===== src/rtl/alu_sequencer.sv =====
// alu_sequencer: sequences 8-bit and chained 16-bit requests through an external
// combinational ALU and maintains the architectural F register (Z N H C).
module alu_sequencer #(
   parameter int unsigned OPCODE_WIDTH = 3,
   parameter int unsigned DATA_WIDTH   = 8
) (
   input  logic                      i_clk,
   input  logic                      i_reset,
   input  logic                      i_req_valid,
   output logic                      o_req_ready,
   input  logic [OPCODE_WIDTH-1:0]   i_req_op,
   input  logic                      i_req_wide,
   input  logic [2*DATA_WIDTH-1:0]   i_req_a,
   input  logic [2*DATA_WIDTH-1:0]   i_req_b,
   input  logic [3:0]                i_req_mask,
   output logic [DATA_WIDTH-1:0]     o_alu_a,
   output logic [DATA_WIDTH-1:0]     o_alu_b,
   output logic [OPCODE_WIDTH-1:0]   o_alu_control,
   output logic                      o_alu_cin,
   input  logic [DATA_WIDTH-1:0]     i_alu_data,
   input  logic [DATA_WIDTH-1:0]     i_alu_flags,
   output logic                      o_res_valid,
   input  logic                      i_res_ready,
   output logic [2*DATA_WIDTH-1:0]   o_res_data,
   output logic [DATA_WIDTH-1:0]     o_flags,
   input  logic                      i_f_we,
   input  logic [DATA_WIDTH-1:0]     i_f_data
);

   localparam int unsigned WIDE_WIDTH = 2 * DATA_WIDTH;

   localparam logic [OPCODE_WIDTH-1:0] OP_ADD = OPCODE_WIDTH'(0);
   localparam logic [OPCODE_WIDTH-1:0] OP_ADC = OPCODE_WIDTH'(1);
   localparam logic [OPCODE_WIDTH-1:0] OP_SUB = OPCODE_WIDTH'(2);
   localparam logic [OPCODE_WIDTH-1:0] OP_SBC = OPCODE_WIDTH'(3);
   localparam logic [OPCODE_WIDTH-1:0] OP_CP  = OPCODE_WIDTH'(7);

   typedef enum logic [1:0] {
      S_IDLE = 2'd0,
      S_LO   = 2'd1,
      S_HI   = 2'd2,
      S_DONE = 2'd3
   } state_t;

   state_t                    state_q;
   logic [OPCODE_WIDTH-1:0]   op_q;
   logic                      wide_q;
   logic [DATA_WIDTH-1:0]     a_hi_q;
   logic [DATA_WIDTH-1:0]     b_hi_q;
   logic [3:0]                mask_q;
   logic [3:0]                f_q;       // {Z,N,H,C}
   logic                      lo_z_q;
   logic [WIDE_WIDTH-1:0]     res_q;
   logic                      res_valid_q;
   logic                      req_ready_q;
   logic [DATA_WIDTH-1:0]     alu_a_q;
   logic [DATA_WIDTH-1:0]     alu_b_q;
   logic [OPCODE_WIDTH-1:0]   alu_ctrl_q;
   logic                      alu_cin_q;

   logic [3:0]                f_load_d;
   logic [3:0]                new_flags_d;
   logic [3:0]                f_d;
   logic [OPCODE_WIDTH-1:0]   hi_ctrl_d;
   logic                      req_carry_op_d;

   // Low nibble of the flag inputs carries no architectural state.
   logic unused_bits;
   assign unused_bits = ^{i_alu_flags[3:0], i_f_data[3:0]};

   // Next-value helpers: F after external load, masked F update, high-half control.
   always_comb begin
      f_load_d       = i_f_we ? i_f_data[7:4] : f_q;
      req_carry_op_d = (i_req_op == OP_ADC) || (i_req_op == OP_SBC);
      new_flags_d    = wide_q ? {lo_z_q & i_alu_flags[7], i_alu_flags[6:4]}
                              : i_alu_flags[7:4];
      f_d            = (f_q & ~mask_q) | (new_flags_d & mask_q);
      case (op_q)
         OP_ADD, OP_ADC:        hi_ctrl_d = OP_ADC;
         OP_SUB, OP_SBC, OP_CP: hi_ctrl_d = OP_SBC;
         default:               hi_ctrl_d = op_q;
      endcase
   end

   // Sequencer FSM with registered ALU-side and result-side outputs.
   always_ff @(posedge i_clk) begin
      if (i_reset) begin
         state_q     <= S_IDLE;
         op_q        <= '0;
         wide_q      <= 1'b0;
         a_hi_q      <= '0;
         b_hi_q      <= '0;
         mask_q      <= '0;
         f_q         <= '0;
         lo_z_q      <= 1'b0;
         res_q       <= '0;
         res_valid_q <= 1'b0;
         req_ready_q <= 1'b1;
         alu_a_q     <= '0;
         alu_b_q     <= '0;
         alu_ctrl_q  <= '0;
         alu_cin_q   <= 1'b0;
      end else begin
         case (state_q)
            S_IDLE: begin
               if (i_f_we) begin
                  f_q <= i_f_data[7:4];
               end
               if (i_req_valid) begin
                  op_q        <= i_req_op;
                  wide_q      <= i_req_wide;
                  a_hi_q      <= i_req_a[WIDE_WIDTH-1:DATA_WIDTH];
                  b_hi_q      <= i_req_b[WIDE_WIDTH-1:DATA_WIDTH];
                  mask_q      <= i_req_mask;
                  alu_a_q     <= i_req_a[DATA_WIDTH-1:0];
                  alu_b_q     <= i_req_b[DATA_WIDTH-1:0];
                  alu_ctrl_q  <= i_req_op;
                  // A same-cycle F load is visible to the carry-in of the low pass.
                  alu_cin_q   <= req_carry_op_d & f_load_d[0];
                  req_ready_q <= 1'b0;
                  state_q     <= S_LO;
               end
            end
            S_LO: begin
               res_q  <= WIDE_WIDTH'(i_alu_data);
               lo_z_q <= i_alu_flags[7];
               if (wide_q) begin
                  alu_a_q    <= a_hi_q;
                  alu_b_q    <= b_hi_q;
                  alu_ctrl_q <= hi_ctrl_d;
                  alu_cin_q  <= i_alu_flags[4];
                  state_q    <= S_HI;
               end else begin
                  f_q         <= f_d;
                  alu_a_q     <= '0;
                  alu_b_q     <= '0;
                  alu_ctrl_q  <= '0;
                  alu_cin_q   <= 1'b0;
                  res_valid_q <= 1'b1;
                  state_q     <= S_DONE;
               end
            end
            S_HI: begin
               res_q[WIDE_WIDTH-1:DATA_WIDTH] <= i_alu_data;
               f_q         <= f_d;
               alu_a_q     <= '0;
               alu_b_q     <= '0;
               alu_ctrl_q  <= '0;
               alu_cin_q   <= 1'b0;
               res_valid_q <= 1'b1;
               state_q     <= S_DONE;
            end
            S_DONE: begin
               if (i_res_ready) begin
                  res_valid_q <= 1'b0;
                  req_ready_q <= 1'b1;
                  state_q     <= S_IDLE;
               end
            end
            default: begin
               state_q <= S_IDLE;
            end
         endcase
      end
   end

   assign o_req_ready   = req_ready_q;
   assign o_alu_a       = alu_a_q;
   assign o_alu_b       = alu_b_q;
   assign o_alu_control = alu_ctrl_q;
   assign o_alu_cin     = alu_cin_q;
   assign o_res_valid   = res_valid_q;
   assign o_res_data    = res_q;
   assign o_flags       = DATA_WIDTH'({f_q, 4'b0000});

endmodule

===== config.mk =====
export PLATFORM = sky130hd
export DESIGN_NAME = alu_sequencer
export DESIGN_NICKNAME = d
export VERILOG_FILES = /design/src/rtl/alu_sequencer.sv
export SDC_FILE = /design/constraint.sdc
export NUM_CORES = 1
export LEC_CHECK = 0
export CAP_MARGIN = 20
export CORE_MARGIN = 2
export CORE_UTILIZATION = 45
export CTS_CLUSTER_SIZE = 30
export DETAILED_ROUTE_END_ITERATION = 16
export PLACE_DENSITY = 0.81
export SLEW_MARGIN = 25
export SYNTH_ARGS = -nofsm -noshare
export SYNTH_HDL_FRONTEND = slang
export SYNTH_SLANG_ARGS = --single-unit

===== constraint.sdc =====
create_clock -name i_clk -period 2.72 [get_ports i_clk]
set_clock_uncertainty 0.2 [all_clocks]
set_input_delay 0.816 -clock i_clk [delete_from_list [all_inputs] [get_ports i_clk]]
set_output_delay 0.816 -clock i_clk [all_outputs]
set_load 0.03 [all_outputs]

==> results.cfg <==
[logic_synthesis]
synthCells = 357
yosysMostFrequentCell = dfxtp_1
synth_edf_count = 0
seq_area_frac_synth_pct = 43.7
synth_top_area_share_pct = 43.7
ys_dominant_reg_cell = dfxtp_1
synth_area_per_cell_um2 = 8.85
synthArstFlopShare_pct = 0
synthTopCellsByCount = dfxtp_1, a21oi_1, nand2_1, a211oi_2
synth_area_um2 = 3160
synth_warnings = 0
synth.distinct_cells = 40
yosysTopAreaCell = dfxtp_1
synth-seq-cells = 69
yosys-top-cells-area = dfxtp_1, a21oi_1, a211oi_2, nand2_1, nand2b_1

[floorplan]
rows = 30
die_h_um = 87.8
io_pins = 115
die_area_um2 = 7710
initial_utilization_pct = 46.5
core-area_um2 = 6790
dieWidth_um = 87.8

[worst_setup_path]
start_kind = flip-flop
crit_type = flip-flop to output port
cp_slowest_cell = clkdlybuf4s50_1
required_ns = 1.70
endpoint_kind = output port
arrival_ns = 1.39
r2r_end = o_alu_b[0]
rr_startpoint = state_q[0]
cp_num_buf_inv = 1
crit_family = buffers and inverters
path_cells = clkdlybuf4s50_1
max_stage_delay_ns = 0.69
reg2reg_depth = 6
r2r_slack_ns = 0.46
crit_fanout = 2
path_depth = 1

[sta]
finalMaxSlewViolations = 0
setup_violations = 0
post-route-min-period_ns = 2.41
fin_hold_ws_ns = 0.257
tns_ns = 0
fin_crit_sh_pct = 88.5
fmax_ghz = 0.415
rsz0062_at_grt = no
hold_viol_final = 0

[finish]
multiInputGateArea_um2 = 1570
seqCellArea_um2 = 1380
synthToLayoutAreaGrowth_pct = 40.6
final_cell_count_no_fill = 555
diodes = 0
drive_gt1_share_pct = 13.7
fillerInstances = 547
nNetsFinal = 528

[placed_design]
gp_congestion = 0.817
dp_hpwl_um = 5670
dp.cells = 539
io_buffers = 102

[run]
maxCapViolations = 0

[power]
p_leak_nw = 1.65
power_density_nw_per_um2 = 1120
p_int_mw = 2.93
p_total_mw = 4.96
p_seq_share_pct = 30.3
power_switching_mw = 2.04
peakVddDrop_mv = 0.506
switching_share_pct = 41.0
p_comb_share_pct = 51.1
power_frac_clock_pct = 18.6

[global_routing]
grt_first_pass_wirelength_um = 12800
grt-ovfl-total = 0
antenna_found_initial = 0
first_global_vias = 2798
grt_max_degree = 26
grt_use_total_pct = 21.1

[clock_network]
clk_pin_slew_worst_paths_ns = 0.08
numCtsBuffers = 9
cts-root-buf = clkbuf_8
htree_levels = 3
ctsResizeCount = 0
cts_setup_buffers = 0
cts_tree = done
cts_hold_buf = 0
cts.sinks = 69
clk_path_buf_depth = 2
clk_latency_ns = 0.34

[route]
drtIter0Drc = 115
drc = 0
finalWirelength_um = 7920
drt-pass1-iter-count = 4
wl_per_cell_um = 14.3
viasPerCell = 5.13
ant_nets = 0
vias = 2848

[min_path]
min-delay-path-class = flip-flop to flip-flop
holdPathEnd = b_hi_q[3]
hold_depth = 2
hp-start = b_hi_q[3]

[status]
outcome = finished, final reports clean
## how the worst max path moves through the flow
stage / from / endpoint / slack (ns)
CTS: flip-flop / o_flags[4] / 0.29
finish: o_alu_a[3] / o_alu_a[3] / 0.31
floorplan: i_reset / a_hi_q[5] / 0.91
global route: flip-flop / o_flags[4] / 0.23
global placement: i_req_valid / o_alu_a[7] / 0.28
detailed placement: i_req_valid / o_alu_a[7] / 0.24
## per-layer routing
layer,part of all wire (%),routed length (µm),track usage (%),vias up
li1,-,-,-,1412
met1,44,3520,26.5,1314
met2,45,3600,33.9,112
met3,8.6,683,6.31,10
met4,1.5,115,8.53,0
met5,0,0,0,-
## flip-flops by register name, summed over array words and instances (netlist names), 2 cells and up, named ones only
| name | count |
|---|---|
| o_res_data | 16 |
| op_q | 3 |
| b_hi_q | 8 |
| o_alu_control | 3 |
| o_alu_b | 8 |
| a_hi_q | 8 |
| o_alu_a | 8 |
| state_q | 2 |
| mask_q | 4 |
## per-stage QoR
step / util, % / cell area (µm²) / setup WS [ns]
2_1_floorplan: - / 3170 / 0.907
3_3_place_gp: 62.1 / 4220 / 0.277
3_5_place_dp: 62.1 / 4220 / 0.238
4_1_cts: 65.4 / 4440 / 0.292
5_1_grt: 65.4 / 4440 / 0.233
6_report: 65.4 / 4440 / 0.313
## cell type report
| type | instances | share of cell area [%] |
|---|---|---|
| Multi-Input combinational cell | 252 | 35.4 |
| Sequential cell | 69 | 31.1 |
| Timing Repair Buffer | 116 | 25.2 |
| Clock buffer | 10 | 3.10 |
| Tap cell | 96 | 2.70 |
| Clock inverter | 6 | 1.94 |
| Inverter | 6 | 0.507 |
## power groups by stage
stage                     clock (mW)  sequential [mW]  combinational, mW
after detailed placement           0             1.52               2.54
after floorplan                    0             1.89               1.35
after global routing           0.985             1.53               2.76
after global placement             0             1.51               2.49
final                          0.926             1.50               2.54
after CTS                      0.940             1.50               2.55
## cells in the final DEF (no fill, tap or decap), drive strengths merged, types with 5 or more instances in the layout
cell type,n
clkbuf,10
ha,5
inv,6
a21o,5
clkdlybuf4s50,101
a21oi,76
nand2b,17
nor2,10
nand3,9
dfxtp,69
nor2b,17
buf,15
mux2i,9
nand2,52
a211oi,22
## cells by family after synthesis
kind of cell	share of synthesized area [%]
multiplexers	3.21
flip-flops	43.7
AND/OR/NAND/NOR	17.8
AO/OA/AOI/OAI	26.3
adder cells (fa/ha/maj)	1.98
other	0.119
buffers and inverters	6.85
Note: power is estimated with default switching activity, not from simulation.
